===== config.mk =====
export PLATFORM = sky130hd
export DESIGN_NAME = usb_crc_stream_flat
export DESIGN_NICKNAME = d
export VERILOG_FILES = /design/src/rtl/usb_crc_pkg.sv /design/src/rtl/usb_crc_stream_if.sv /design/src/rtl/usb_crc_fifo.sv /design/src/rtl/usb_crc_stream.sv /design/src/flat_wrapper.sv
export SDC_FILE = /design/constraint.sdc
export NUM_CORES = 1
export LEC_CHECK = 0
export ABC_CLOCK_PERIOD_IN_PS = 2770
export BUFFER_PORTS_ARGS = -buffer_cell sky130_fd_sc_hd__buf_2
export CAP_MARGIN = 30
export CORE_UTILIZATION = 58
export CTS_BUF_LIST = sky130_fd_sc_hd__clkbuf_8 sky130_fd_sc_hd__clkbuf_16
export CTS_CLUSTER_SIZE = 28
export DETAILED_ROUTE_END_ITERATION = 7
export PLACE_DENSITY_LB_ADDON = 0.12
export SKIP_LAST_GASP = 1
export SLEW_MARGIN = 20
export SYNTH_ARGS = -nofsm -noshare
export SYNTH_HDL_FRONTEND = slang
export SYNTH_SLANG_ARGS = --single-unit

===== constraint.sdc =====
create_clock -name clk -period 2.77 [get_ports clk]
set_input_delay 0.554 -clock clk [delete_from_list [all_inputs] [get_ports clk]]
set_output_delay 0.554 -clock clk [all_outputs]
set_load 0.01 [all_outputs]

===== src/rtl/usb_crc_pkg.sv =====
// Shared types, constants and the bit-serial CRC update used by the USB CRC stream engine.
package usb_crc_pkg;

    typedef logic [1:0] state_t;

    localparam state_t StIdle   = 2'd0;
    localparam state_t StData   = 2'd1;
    localparam state_t StAppend = 2'd2;
    localparam state_t StDone   = 2'd3;

    localparam logic [15:0] CRC16_POLY = 16'h8005;
    localparam logic [4:0]  CRC5_POLY  = 5'h05;

    function automatic logic [31:0] crc_mask(input int unsigned width);
        logic [63:0] m;
        m = (64'd1 << width) - 64'd1;
        return m[31:0];
    endfunction

    // Shift-register update over data_w bits; reflect selects LSB-first bit order.
    function automatic logic [31:0] crc_step(
        input logic [31:0] crc_in,
        input logic [31:0] data,
        input logic [31:0] poly,
        input int unsigned crc_w,
        input int unsigned data_w,
        input logic        reflect
    );
        logic [31:0] c;
        logic        fb;
        logic        b;
        c = crc_in;
        for (int unsigned i = 0; i < 32; i++) begin
            if (i < data_w) begin
                b  = reflect ? data[5'(i)] : data[5'(data_w - 1 - i)];
                fb = c[5'(crc_w - 1)] ^ b;
                c  = c << 1;
                if (fb) begin
                    c = c ^ poly;
                end
            end
        end
        return c & crc_mask(crc_w);
    endfunction

    function automatic logic [31:0] crc_reflect(input logic [31:0] v, input int unsigned width);
        logic [31:0] r;
        r = '0;
        for (int unsigned i = 0; i < 32; i++) begin
            if (i < width) begin
                r[5'(i)] = v[5'(width - 1 - i)];
            end
        end
        return r;
    endfunction

endpackage


===== src/rtl/usb_crc_stream_if.sv =====
// Valid/ready beat stream with a frame-end marker.
interface usb_crc_stream_if #(
    parameter int unsigned DATA_W = 8
);
    logic [DATA_W-1:0] data;
    logic              valid;
    logic              last;
    logic              ready;

    modport master (output data, output valid, output last, input ready);
    modport slave  (input data, input valid, input last, output ready);
endinterface


===== src/rtl/usb_crc_fifo.sv =====
// Shallow shift buffer holding the trailing CRC beats of a check-mode frame.
module usb_crc_fifo #(
    parameter int unsigned DEPTH  = 2,
    parameter int unsigned DATA_W = 8
) (
    input  logic                     clk,
    input  logic                     n_rst,
    input  logic                     flush,
    input  logic                     push,
    input  logic [DATA_W-1:0]        push_data,
    output logic                     full,
    output logic [DATA_W-1:0]        head,
    output logic [DEPTH*DATA_W-1:0]  contents
);
    localparam int unsigned CNT_W = $clog2(DEPTH + 1);

    logic [DATA_W-1:0] mem_q [DEPTH];
    logic [CNT_W-1:0]  count_q;

    assign full = (count_q == CNT_W'(DEPTH));
    assign head = mem_q[0];

    // Entry 0 is the oldest beat and lands in the least-significant position.
    always_comb begin
        contents = '0;
        for (int i = 0; i < int'(DEPTH); i++) begin
            contents[i*DATA_W +: DATA_W] = mem_q[i];
        end
    end

    always_ff @(posedge clk or negedge n_rst) begin
        if (!n_rst) begin
            count_q <= '0;
            for (int i = 0; i < int'(DEPTH); i++) begin
                mem_q[i] <= '0;
            end
        end else if (flush) begin
            count_q <= '0;
        end else if (push) begin
            if (full) begin
                for (int i = 0; i < int'(DEPTH) - 1; i++) begin
                    mem_q[i] <= mem_q[i+1];
                end
                mem_q[DEPTH-1] <= push_data;
            end else begin
                for (int i = 0; i < int'(DEPTH); i++) begin
                    if (CNT_W'(i) == count_q) begin
                        mem_q[i] <= push_data;
                    end
                end
                count_q <= count_q + CNT_W'(1);
            end
        end
    end

endmodule


===== src/rtl/usb_crc_stream.sv =====
// Streaming CRC engine: appends the CRC in generate mode, strips and verifies it in check mode.
module usb_crc_stream
    import usb_crc_pkg::*;
#(
    parameter int unsigned        CRC_W   = 16,
    parameter int unsigned        DATA_W  = 8,
    parameter logic [CRC_W-1:0]   POLY    = CRC_W'(CRC16_POLY),
    parameter logic [CRC_W-1:0]   INIT    = '1,
    parameter logic [CRC_W-1:0]   XOR_OUT = '1,
    parameter bit                 REFLECT = 1'b1
) (
    input  logic                  clk,
    input  logic                  n_rst,
    input  logic                  clear,
    input  logic                  mode,
    usb_crc_stream_if.slave       in_if,
    usb_crc_stream_if.master      out_if,
    output logic [CRC_W-1:0]      crc_value,
    output logic                  crc_done,
    output logic                  crc_ok,
    output logic                  crc_short
);
    localparam int unsigned N_CRC = (CRC_W + DATA_W - 1) / DATA_W;
    localparam int unsigned PAD_W = N_CRC * DATA_W;
    localparam int unsigned CNT_W = $clog2(N_CRC + 1);

    state_t              state_q, state_d;
    logic                mode_q, mode_d;
    logic [CRC_W-1:0]    crc_q, crc_d;
    logic                payload_q, payload_d;
    logic [CNT_W-1:0]    app_cnt_q, app_cnt_d;
    logic                ready_en_q;
    logic [DATA_W-1:0]   out_data_q, out_data_d;
    logic                out_valid_q, out_valid_d;
    logic                out_last_q, out_last_d;
    logic [CRC_W-1:0]    crc_value_q, crc_value_d;
    logic                crc_done_q, crc_done_d;
    logic                crc_ok_q, crc_ok_d;
    logic                crc_short_q, crc_short_d;

    logic                can_load;
    logic                in_ready;
    logic                accept;
    logic                frame_mode;
    logic [CRC_W-1:0]    crc_base;
    logic [DATA_W-1:0]   step_data;
    logic [CRC_W-1:0]    crc_upd;
    logic [CRC_W-1:0]    crc_final;
    logic [PAD_W-1:0]    crc_pad;
    logic                fifo_push;
    logic                fifo_flush;
    logic                fifo_full;
    logic [DATA_W-1:0]   fifo_head;
    logic [PAD_W-1:0]    fifo_contents;

    usb_crc_fifo #(
        .DEPTH  (N_CRC),
        .DATA_W (DATA_W)
    ) u_fifo (
        .clk       (clk),
        .n_rst     (n_rst),
        .flush     (fifo_flush),
        .push      (fifo_push),
        .push_data (in_if.data),
        .full      (fifo_full),
        .head      (fifo_head),
        .contents  (fifo_contents)
    );

    always_comb begin
        can_load   = !out_valid_q || out_if.ready;
        in_ready   = ready_en_q && !clear && can_load &&
                     ((state_q == StIdle) || (state_q == StData));
        accept     = in_ready && in_if.valid;
        frame_mode = (state_q == StIdle) ? mode : mode_q;
        crc_base   = (state_q == StIdle) ? INIT : crc_q;
        // Check mode only folds in the beat that falls out of the CRC delay line.
        step_data  = frame_mode ? fifo_head : in_if.data;
        crc_upd    = CRC_W'(crc_step(32'(crc_base), 32'(step_data), 32'(POLY), CRC_W, DATA_W,
                                     REFLECT));
        crc_final  = (REFLECT ? CRC_W'(crc_reflect(32'(crc_q), CRC_W)) : crc_q) ^ XOR_OUT;
        crc_pad    = PAD_W'(crc_final);
        fifo_push  = accept && frame_mode;
        fifo_flush = clear || (state_q == StDone);
    end

    always_comb begin
        state_d     = state_q;
        mode_d      = mode_q;
        crc_d       = crc_q;
        payload_d   = payload_q;
        app_cnt_d   = app_cnt_q;
        out_data_d  = out_data_q;
        out_valid_d = out_valid_q;
        out_last_d  = out_last_q;
        crc_value_d = crc_value_q;
        crc_ok_d    = crc_ok_q;
        crc_short_d = crc_short_q;
        crc_done_d  = 1'b0;

        if (out_if.ready) begin
            out_valid_d = 1'b0;
            out_last_d  = 1'b0;
        end

        unique case (state_q)
            StIdle, StData: begin
                if (accept) begin
                    if (state_q == StIdle) begin
                        mode_d    = mode;
                        payload_d = 1'b0;
                        crc_d     = INIT;
                        state_d   = StData;
                    end
                    if (!frame_mode) begin
                        crc_d       = crc_upd;
                        out_data_d  = in_if.data;
                        out_valid_d = 1'b1;
                        out_last_d  = 1'b0;
                        if (in_if.last) begin
                            state_d   = StAppend;
                            app_cnt_d = '0;
                        end
                    end else begin
                        if (fifo_full) begin
                            crc_d       = crc_upd;
                            out_data_d  = fifo_head;
                            out_valid_d = 1'b1;
                            out_last_d  = in_if.last;
                            payload_d   = 1'b1;
                        end
                        if (in_if.last) begin
                            state_d = StDone;
                        end
                    end
                end
            end
            StAppend: begin
                if (can_load) begin
                    out_data_d  = DATA_W'(crc_pad >> (32'(app_cnt_q) * DATA_W));
                    out_valid_d = 1'b1;
                    if (app_cnt_q == CNT_W'(N_CRC - 1)) begin
                        out_last_d = 1'b1;
                        state_d    = StDone;
                    end else begin
                        out_last_d = 1'b0;
                        app_cnt_d  = app_cnt_q + CNT_W'(1);
                    end
                end
            end
            StDone: begin
                crc_done_d  = 1'b1;
                crc_value_d = crc_final;
                if (mode_q) begin
                    crc_short_d = !payload_q;
                    crc_ok_d    = payload_q && (fifo_contents == crc_pad);
                end else begin
                    crc_short_d = 1'b0;
                    crc_ok_d    = 1'b1;
                end
                state_d = StIdle;
            end
            default: state_d = StIdle;
        endcase

        // Abort wins over any transfer or result update this cycle.
        if (clear) begin
            state_d     = StIdle;
            crc_d       = INIT;
            out_valid_d = 1'b0;
            out_last_d  = 1'b0;
            crc_done_d  = 1'b0;
            crc_value_d = crc_value_q;
            crc_ok_d    = crc_ok_q;
            crc_short_d = crc_short_q;
        end
    end

    always_ff @(posedge clk or negedge n_rst) begin
        if (!n_rst) begin
            state_q     <= StIdle;
            mode_q      <= 1'b0;
            crc_q       <= INIT;
            payload_q   <= 1'b0;
            app_cnt_q   <= '0;
            ready_en_q  <= 1'b0;
            out_data_q  <= '0;
            out_valid_q <= 1'b0;
            out_last_q  <= 1'b0;
            crc_value_q <= '0;
            crc_done_q  <= 1'b0;
            crc_ok_q    <= 1'b0;
            crc_short_q <= 1'b0;
        end else begin
            state_q     <= state_d;
            mode_q      <= mode_d;
            crc_q       <= crc_d;
            payload_q   <= payload_d;
            app_cnt_q   <= app_cnt_d;
            ready_en_q  <= 1'b1;
            out_data_q  <= out_data_d;
            out_valid_q <= out_valid_d;
            out_last_q  <= out_last_d;
            crc_value_q <= crc_value_d;
            crc_done_q  <= crc_done_d;
            crc_ok_q    <= crc_ok_d;
            crc_short_q <= crc_short_d;
        end
    end

    assign in_if.ready  = in_ready;
    assign out_if.data  = out_data_q;
    assign out_if.valid = out_valid_q;
    assign out_if.last  = out_last_q;
    assign crc_value    = crc_value_q;
    assign crc_done     = crc_done_q;
    assign crc_ok       = crc_ok_q;
    assign crc_short    = crc_short_q;

endmodule

===== src/flat_wrapper.sv =====
// flat-port wrapper written by rule: the top's interface ports become plain ports
module usb_crc_stream_flat import usb_crc_pkg::*;
#(
    parameter int unsigned        CRC_W   = 16,
    parameter int unsigned        DATA_W  = 8,
    parameter logic [CRC_W-1:0]   POLY    = CRC_W'(CRC16_POLY),
    parameter logic [CRC_W-1:0]   INIT    = '1,
    parameter logic [CRC_W-1:0]   XOR_OUT = '1,
    parameter bit                 REFLECT = 1'b1
)
  (clk, n_rst, clear, mode, crc_value, crc_done, crc_ok, crc_short, in_if_data, in_if_valid, in_if_last, in_if_ready, out_if_data, out_if_valid, out_if_last, out_if_ready);
  usb_crc_stream_if #(.DATA_W(DATA_W)) in_if_i ();
  usb_crc_stream_if #(.DATA_W(DATA_W)) out_if_i ();
  input  logic clk;
  input  logic n_rst;
  input  logic clear;
  input  logic mode;
  output logic [CRC_W-1:0] crc_value;
  output logic crc_done;
  output logic crc_ok;
  output logic crc_short;
  input wire logic [$bits(in_if_i.data)-1:0] in_if_data;
  input wire logic [$bits(in_if_i.valid)-1:0] in_if_valid;
  input wire logic [$bits(in_if_i.last)-1:0] in_if_last;
  output wire logic [$bits(in_if_i.ready)-1:0] in_if_ready;
  output wire logic [$bits(out_if_i.data)-1:0] out_if_data;
  output wire logic [$bits(out_if_i.valid)-1:0] out_if_valid;
  output wire logic [$bits(out_if_i.last)-1:0] out_if_last;
  input wire logic [$bits(out_if_i.ready)-1:0] out_if_ready;
  assign in_if_i.data = in_if_data;
  assign in_if_i.valid = in_if_valid;
  assign in_if_i.last = in_if_last;
  assign in_if_ready = in_if_i.ready;
  assign out_if_data = out_if_i.data;
  assign out_if_valid = out_if_i.valid;
  assign out_if_last = out_if_i.last;
  assign out_if_i.ready = out_if_ready;
  usb_crc_stream #(.CRC_W(CRC_W), .DATA_W(DATA_W), .POLY(POLY), .INIT(INIT), .XOR_OUT(XOR_OUT), .REFLECT(REFLECT)) u_core (.clk(clk), .n_rst(n_rst), .clear(clear), .mode(mode), .in_if(in_if_i), .out_if(out_if_i), .crc_value(crc_value), .crc_done(crc_done), .crc_ok(crc_ok), .crc_short(crc_short));
endmodule

==> impl_summary.log, run 1 <==
[metrics] number of pins with negative max-slew slack in the final report: 0
[metrics] die height: 82.0 um
[metrics] Horiz. Die Dim: 82.0 um
[metrics] final setup fails: 0
[metrics] worst hold margin: 3.40 ps
[metrics] cell at the root of the clock tree: sky130_fd_sc_hd__clkbuf_8
[metrics] CTS sink cnt: 70
[metrics] clock transition time at the flip-flop clock pins of the worst setup and hold paths: 80 ps
[metrics] CTS-repair resized insts: 0
[metrics] number of core rows: 28
[metrics] Yosys warning total: 0
[metrics] critical-path cell with the highest stage delay: sky130_fd_sc_hd__dfrtp_1
[metrics] Ports: 45
[metrics] count of buffers from port buffering: 44
[metrics] Detail Route Antenna Nets: 0
[metrics] post-synth net total: 368
[metrics] Avg Synthesized Cell Area: 10.6 um2
[metrics] Post-synth EDFFs: 0
[metrics] kind of capture point of the worst setup path: flop
[metrics] initial core utilization: 61.3%
[metrics] power per cell area: 716 mW/mm2
[metrics] run status: completed
[metrics] Post-Layout Inst Area: 0.00425 mm2
[metrics] Worst R2R Path Depth: 8
[metrics] Max Clock Freq: 404 MHz
[metrics] list of cells traversed by the critical path: nor2_8 -> mux2i_4 -> buf_4 -> nor2_1 -> nor2_1 -> a21o_1 -> o221ai_1 -> o21a_1
[metrics] Crit path largest cell delay: 440 ps
[metrics] Async S/R FF share, synth: 100%
[metrics] detailed-router iteration count before antenna repair: 4
[metrics] overall overflow remaining after global route: 0
[metrics] time the worst path needs with I/O delays and setup: 2470 ps
[metrics] maximum number of pins on one net before global-route repair: 67
[metrics] HPWL after DPL: 6060 um
[metrics] Ant. Diodes: 0
[metrics] DR WL/cell: 17.9 um
[metrics] layout overhead on the synthesized area: 14.4%
[metrics] clock latency of the later-clocked register in the worst-skew pair: 340 ps
[metrics] CP Data Required Time: 3000 ps
[metrics] area of placed instances: 0.00402 mm2
[metrics] number of global-route vias before repair: 2704
[metrics] final WL: 8540 um
[metrics] Placer Congestion: 0.910
[metrics] Core ar.: 0.00606 mm2
[metrics] Vias: 2767
[metrics] headroom to the max-slew limit: 45.7%
[metrics] reg-to-reg startpoint: u_core.state_q[0]$_DFFE_PN0P_
[metrics] post-synthesis sequential area ratio: 47.7%
[metrics] number of hold violations in the final report: 0
[metrics] layout filler cell count: 457
[metrics] clock tree from TritonCTS: built
[metrics] library cell appearing most often on the critical path: sky130_fd_sc_hd__nor2_1
[metrics] max-cap violations: 0
[metrics] Critical Setup Path Class: reg -> reg
[metrics] unrepaired setup endpoints after global routing: false
[metrics] fraction of final layout cells with drive strength greater than 1: 27.9%
[metrics] post-route clock skew: 11.0 ps
[metrics] sum of negative setup slack: 0 ps
[metrics] slack of the worst reg-to-reg path: 300 ps
[metrics] sort of element at the start of the critical path: flop
[metrics] Final period util: 89.3%
[metrics] Worst-Margin Slew: 814 ps
[metrics] area occupied by registers: 0.00177 mm2
[metrics] gr usage total: 28.2%
[metrics] hold crit path type: in -> async
[metrics] total number of cells along the worst setup path: 8
[metrics] cell type group with the largest total delay on the critical path: compound AO/OA/AOI/OAI gates
[metrics] antenna violations before repair: 0
[metrics] total setup buffers inserted after CTS: 0
[metrics] area of combinational cells with multiple inputs: 0.00183 mm2
[metrics] top_reg_cell synth: sky130_fd_sc_hd__dfrtp_1
[metrics] # H-tree levels: 3
[metrics] static leakage: 1.89 nW
[metrics] number of design rule violations left after detail routing: 0
[metrics] maximum root-to-sink buffer count: 2
[metrics] critical path peak fanout: 15
[metrics] count of routing violations after the opening detailed-route iteration: 305
[metrics] end of the worst register-to-register path: u_core.out_if.data[7]$_DFFE_PN0P_
[metrics] Seq cells post-synth: 70
[metrics] Post-layout nets: 414
[metrics] global-route wire length before repair: 13600 um
[metrics] Total Die Area: 0.00672 mm2
[metrics] distinct cell type count after synthesis: 44
[metrics] Worst Path Buf+Inv: 1
[metrics] number of hold buffers added after CTS: 0
[metrics] share of the core filled with cells: 70.1%
[metrics] Post-Synthesis Cells: 350
[metrics] arrival time at the worst endpoint: 2700 ps
[metrics] post-detailed-route via-to-cell ratio: 5.81
[metrics] total standard cell area after synthesis: 0.00371 mm2
[metrics] TritonCTS buffer count: 9
[metrics] peak ir drop on the vdd network: 0.461 mV
stage by stage:
stage,std cells,power (mW),setup slack [ps]
6_report,476,3.04,296
5_1_grt,476,3.20,121
4_1_cts,475,3.05,261
2_1_floorplan,350,1.90,480
3_5_place_dp,459,2.15,248
3_3_place_gp,459,2.12,326
registers in the layout, summed over array words and instances, names as in the netlist, 2 cells and up:
register / flops
u_core.app_cnt_q: 2
u_core.crc_q: 16
u_core.crc_value: 16
u_core.out_if.data: 8
u_core.state_q: 2
u_core.u_fifo.contents: 8
u_core.u_fifo.count_q: 2
u_core.u_fifo.head: 8
synthesized netlist by cell type, types with 5 or more instances:
master                      n  area [um2]
sky130_fd_sc_hd__a21oi_1   14        70.1
sky130_fd_sc_hd__buf_2      5        25.0
sky130_fd_sc_hd__clkbuf_1  15        56.3
sky130_fd_sc_hd__dfrtp_1   54        1350
sky130_fd_sc_hd__dfstp_2   16         420
sky130_fd_sc_hd__inv_1      5        18.8
sky130_fd_sc_hd__mux2_2    17         191
sky130_fd_sc_hd__mux2i_1   23         230
sky130_fd_sc_hd__nand2_1   31         116
sky130_fd_sc_hd__nor2_1    30         113
sky130_fd_sc_hd__o21a_1     7        52.6
sky130_fd_sc_hd__o21ai_0   29         145
sky130_fd_sc_hd__o221ai_1   7        61.3
sky130_fd_sc_hd__o22a_1     5        43.8
sky130_fd_sc_hd__xnor2_1   21         184
sky130_fd_sc_hd__xor2_1    23         201
routing by layer:
layer | vias up | part of all wire (%) | track usage [%] | wire length (um)
li1 | 1304 | - | - | -
met5 | - | 0 | 0 | 0
met1 | 1335 | 42 | 37.6 | 3600
met4 | 0 | 2.8 | 12.6 | 242
met3 | 20 | 7.5 | 5.44 | 642
met2 | 108 | 47 | 44.5 | 4060
final cells by class:
type / count / area share [%]
inverter: 5 / 0.442
sequential: 70 / 41.7
tap: 75 / 2.21
multi-input combinational: 253 / 43.0
clock buffer: 9 / 2.92
timing repair buffer: 57 / 7.48
clock inverter: 7 / 2.24
worst reg2reg max path, delay by kind of cell, from the launching register on:
family	cells	cell delay, ps
buffers and inverters	1	250
and+or+nand+nor	3	410
muxes	1	440
AOI/OAI and AO/OA	3	830
DFF	1	440
kinds of logic (layout without fill, tap and decap cells):
group | Yosys count | after routing | share of synthesized area, %
AOI/OAI and AO/OA | 76 | 76 | 12.9
xor gates and xnor gates | 47 | 47 | 12.1
adders and majority gates | 3 | 3 | 1.01
buffers and inverters | 27 | 78 | 3.10
DFF | 70 | 70 | 47.7
muxes | 42 | 42 | 12.6
other | 1 | 1 | 0.101
and+or+nand+nor | 84 | 84 | 10.5
cells in the final DEF (no fill, tap or decap), types with 16 or more instances in the layout:
master and instances:
sky130_fd_sc_hd__dfrtp_1 54, sky130_fd_sc_hd__buf_2 44, sky130_fd_sc_hd__nand2_1 31, sky130_fd_sc_hd__nor2_1 30, sky130_fd_sc_hd__o21ai_0 29, sky130_fd_sc_hd__xor2_1 23, sky130_fd_sc_hd__mux2i_1 23, sky130_fd_sc_hd__xnor2_1 21
sky130_fd_sc_hd__mux2_2 17, sky130_fd_sc_hd__dfstp_2 16
power by group:
part / total, mW / switching (mW) / internal (mW) / leakage (nW)
clock network: 0.906 / 0.396 / 0.510 / 0.110
logic: 0.795 / 0.384 / 0.411 / 0.901
registers: 1.34 / 0.170 / 1.17 / 0.881
worst max path at each step:
stage / slack [ps] / start / endpoint
floorplan: 480 / clear / u_core.u_fifo.contents[10]$_DFFE_PN0P_
global placement: 330 / clear / u_core.u_fifo.head[7]$_DFFE_PN0P_
detailed placement: 250 / clear / u_core.u_fifo.head[7]$_DFFE_PN0P_
CTS: 260 / u_core.state_q[1]$_DFFE_PN0P_ / u_core.u_fifo.head[7]$_DFFE_PN0P_
global route: 120 / u_core.state_q[1]$_DFFE_PN0P_ / u_core.u_fifo.contents[15]$_DFFE_PN0P_
finish: 300 / u_core.state_q[0]$_DFFE_PN0P_ / u_core.out_if.data[7]$_DFFE_PN0P_
(Power assumes the default switching activity.)
==> run 2, diff against run 1 <==
--- a/config.mk
+++ b/config.mk
@@ -5,12 +5,10 @@
 export SDC_FILE = /design/constraint.sdc
 export NUM_CORES = 1
 export LEC_CHECK = 0
-export ABC_CLOCK_PERIOD_IN_PS = 2770
+export ABC_CLOCK_PERIOD_IN_PS = 2100
 export BUFFER_PORTS_ARGS = -buffer_cell sky130_fd_sc_hd__buf_2
 export CAP_MARGIN = 30
-export CORE_UTILIZATION = 58
-export CTS_BUF_LIST = sky130_fd_sc_hd__clkbuf_8 sky130_fd_sc_hd__clkbuf_16
-export CTS_CLUSTER_SIZE = 28
+export CORE_UTILIZATION = 52
 export DETAILED_ROUTE_END_ITERATION = 7
 export PLACE_DENSITY_LB_ADDON = 0.12
 export SKIP_LAST_GASP = 1
==> constraint.sdc (replaced) <==
create_clock -name clk -period 2.1 [get_ports clk]
set_input_delay 0.42 -clock clk [delete_from_list [all_inputs] [get_ports clk]]
set_output_delay 0.42 -clock clk [all_outputs]
set_load 0.01 [all_outputs]
==> run 2 against run 1 <==
  * Clock power is 47% higher
  * The flow now finishes with violations (negative setup slack)
  * Total power is 42% higher
  * Clock-buffer cell count stayed put
==> impl_summary.log, run 2 (same netlist as run 1, synthesis figures left out) <==
[metrics] detailed-router iteration count before antenna repair: 4 (unchanged)
[metrics] Post-layout nets: 441 (+6.5%)
[metrics] Max Clock Freq: 451 MHz (+12%)
[metrics] HPWL after DPL: 6600 um (+8.9%)
[metrics] number of hold violations in the final report: 0 (unchanged)
[metrics] failing checks: negative setup slack
[metrics] layer with the highest usage after global routing: met2
[metrics] maximum number of pins on one net before global-route repair: 38 (-43%)
[metrics] sum of negative setup slack: -320 ps (-320 ps)
[metrics] number of pins with negative max-slew slack in the final report: 0 (unchanged)
[metrics] layout overhead on the synthesized area: 23.1%
[metrics] overall overflow remaining after global route: 0 (unchanged)
[metrics] die height: 86.5 um (+5.5%)
[metrics] maximum root-to-sink buffer count: 2 (unchanged)
[metrics] Core ar.: 0.00683 mm2 (+13%)
[metrics] Final period util: 106% (+16 points)
[metrics] global-route wire length before repair: 13900 um (+2.5%)
[metrics] area of combinational cells with multiple inputs: 0.00186 mm2 (+1.9%)
[metrics] count of routing violations after the opening detailed-route iteration: 151 (-50%)
[metrics] reg-to-reg startpoint: u_core.state_q[0]$_DFFE_PN0P_
[metrics] clock tree from TritonCTS: built
[metrics] most common cell after layout, fill and taps aside: sky130_fd_sc_hd__dfrtp_1
[metrics] final WL: 8810 um (+3.2%)
[metrics] post-route clock skew: 11.7 ps (+0.678 ps)
[metrics] sort of element at the start of the critical path: flop
[metrics] fraction of power consumed by combinational cells: 28.4% (+2.3 points)
[metrics] clock network power share: 30.8% (+1.0 points)
[metrics] TritonCTS buffer count: 9 (unchanged)
[metrics] power per cell area: 944 mW/mm2 (+32%)
[metrics] PnR worst setup slack: -116 ps (-412 ps)
[metrics] number of global-route vias before repair: 2735 (+1.1%)
[metrics] Detail Route Antenna Nets: 0 (unchanged)
[metrics] Reg power frac: 40.8% (-3.3 points)
[metrics] fraction of final layout cells with drive strength greater than 1: 34.3% (+6.4 points)
[metrics] DR WL/cell: 16.8 um (-6.3%)
[metrics] Setup crit start: u_core.state_q[0]$_DFFE_PN0P_
[metrics] leading cell types in the layout, fill and taps excluded: sky130_fd_sc_hd__dfrtp_1, sky130_fd_sc_hd__buf_2, sky130_fd_sc_hd__buf_4
[metrics] layout filler cell count: 569 (+25%)
[metrics] peak ir drop on the vdd network: 0.466 mV (+1.2%)
[metrics] worst hold margin: 63.2 ps (+59.8 ps)
[metrics] GR Util met3: 4.86% (-0.59 points)
[metrics] headroom to the max-slew limit: 61.7% (+16 points)
[metrics] static leakage: 2.04 nW (+7.7%)
[metrics] area occupied by registers: 0.00177 mm2 (about the same)
[metrics] number of core rows: 30 (+7.1%)
[metrics] global routing met2 resource utilization: 41.3% (-3.2 points)
[metrics] number of hold buffers added after CTS: 0 (unchanged)
[metrics] number of design rule violations left after detail routing: 0 (unchanged)
[metrics] final setup fails: 3 (+3)
[metrics] global routing met1 resource utilization: 33.4% (-4.2 points)
[metrics] post-detailed-route via-to-cell ratio: 5.40 (-7.1%)
[metrics] Ports: 45 (unchanged)
[metrics] antenna violations before repair: 0 (unchanged)
[metrics] Sw Share: 30.4% (-0.78 points)
[metrics] time the worst path needs with I/O delays and setup: 2220 ps (-258 ps)
[metrics] Vias: 2829 (+2.2%)
[metrics] max-cap violations: 0 (unchanged)
[metrics] Horiz. Die Dim: 86.5 um (+5.5%)
[metrics] clock latency of the later-clocked register in the worst-skew pair: 350 ps (about the same)
[metrics] arrival time at the worst endpoint: 2490 ps (-210 ps)
[metrics] Critical Setup Path Class: reg -> reg
[metrics] Ant. Diodes: 0 (unchanged)
[metrics] run status: finished with violations
[metrics] CP Data Required Time: 2370 ps (-630 ps)
[metrics] Total Die Area: 0.00748 mm2 (+11%)
[metrics] critical path peak fanout: 6 (-9)
[metrics] CTS sink cnt: 70 (unchanged)
[metrics] initial core utilization: 54.3% (-6.9 points)
[metrics] clock transition time at the flip-flop clock pins of the worst setup and hold paths: 80 ps (about the same)
[metrics] cell internal pwr: 3.00 mW (+43%)
[metrics] cell at the root of the clock tree: sky130_fd_sc_hd__clkbuf_8
[metrics] hold crit path type: in -> async
[metrics] Worst-Margin Slew: 574 ps (-241 ps)
[metrics] unrepaired setup endpoints after global routing: true
[metrics] count of buffers from port buffering: 44 (unchanged)
[metrics] # H-tree levels: 3 (unchanged)
[metrics] gr usage total: 25.4% (-2.8 points)
[metrics] kind of capture point of the worst setup path: flop
[metrics] Switching Power: 1.31 mW (+38%)
[metrics] Placer Congestion: 0.861 (-5.4%)
-- run 2: changes by cell type in the layout (fill, tap and decap cells not counted), moves of 2 or more --
cell / delta
sky130_fd_sc_hd__buf_4: +24
sky130_fd_sc_hd__mux2i_1: -4
sky130_fd_sc_hd__mux2i_2: +4
sky130_fd_sc_hd__buf_12: +2
sky130_fd_sc_hd__buf_6: +2
sky130_fd_sc_hd__clkinv_4: +2
-- run 2: layout make-up --
type                    instances  area share [%]
multi-input cells             253            40.7
flip-flops and latches         70            38.8
repair buffers                 84            12.1
clock buffers                   9            2.71
clock inverters                 7            2.66
well taps                      96            2.63
inverters                       5           0.411
-- run 2: per-stage QoR --
step                instances  setup WS, ps  area (um2)  utilization [%]  power, mW
CTS                       523          -102        4530             66.4       4.26
finish                    524          -116        4570             66.9       4.32
global placement          506         -26.8        4280             62.6       2.89
global route              524          -228        4570             66.9       4.51
detailed placement        506          -108        4280             62.6       2.92
floorplan                 350          -146        3720                -       2.50
-- run 2: timing repair --
item,CTS,global route
pin swaps,1,2
buffers inserted,1,1
resized for setup,2,9
endpoints found under the setup margin,3,15
-- run 2: per-layer routing --
layer  vias to the layer above  routed length, um
met5                         -                  0
met4                         0                221
met3                        18                570
met2                        80               4220
met1                      1372               3800
li1                       1359                  -
-- run 2: path summary, 6_finish.rpt --
kind | end | slack, ps | cells after the start
min in group clk | u_core.u_fifo.contents[14]$_DFFE_PN0P_ | 370 | 2
worst max register to register | u_core.crc_q[15]$_DFFE_PN1P_ | -120 | 8
worst min-delay path | u_core.ready_en_q$_DFF_PN0_ | 60 | 1
worst max-delay path | u_core.crc_q[15]$_DFFE_PN1P_ | -120 | 8
max in group asynchronous | u_core.crc_q[7]$_DFFE_PN1P_ | 1440 | 2
worst min register to register | u_core.crc_value[3]$_DFFE_PN0P_ | 470 | 2
-- run 2: power by group through the flow --
| stage | Sequential, mW | Clock, mW | Combinational, mW |
|---|---|---|---|
| 6_report | 1.76 | 1.33 | 1.22 |
| 3_5_place_dp | 1.78 | 0 | 1.14 |
| 5_1_grt | 1.79 | 1.40 | 1.32 |
| 3_3_place_gp | 1.77 | 0 | 1.12 |
| 4_1_cts | 1.76 | 1.35 | 1.16 |
| 2_1_floorplan | 1.73 | 0 | 0.766 |
-- run 2: worst max-delay path, stage by stage (launching register included) --
cell and delay, ps:
sky130_fd_sc_hd__dfrtp_2 450, sky130_fd_sc_hd__nor2_8 140, sky130_fd_sc_hd__mux2i_4 340, sky130_fd_sc_hd__buf_6 150, sky130_fd_sc_hd__mux2i_4 230, sky130_fd_sc_hd__xnor3_1 260
sky130_fd_sc_hd__xnor3_2 280, sky130_fd_sc_hd__xnor2_1 150, sky130_fd_sc_hd__a21oi_1 160
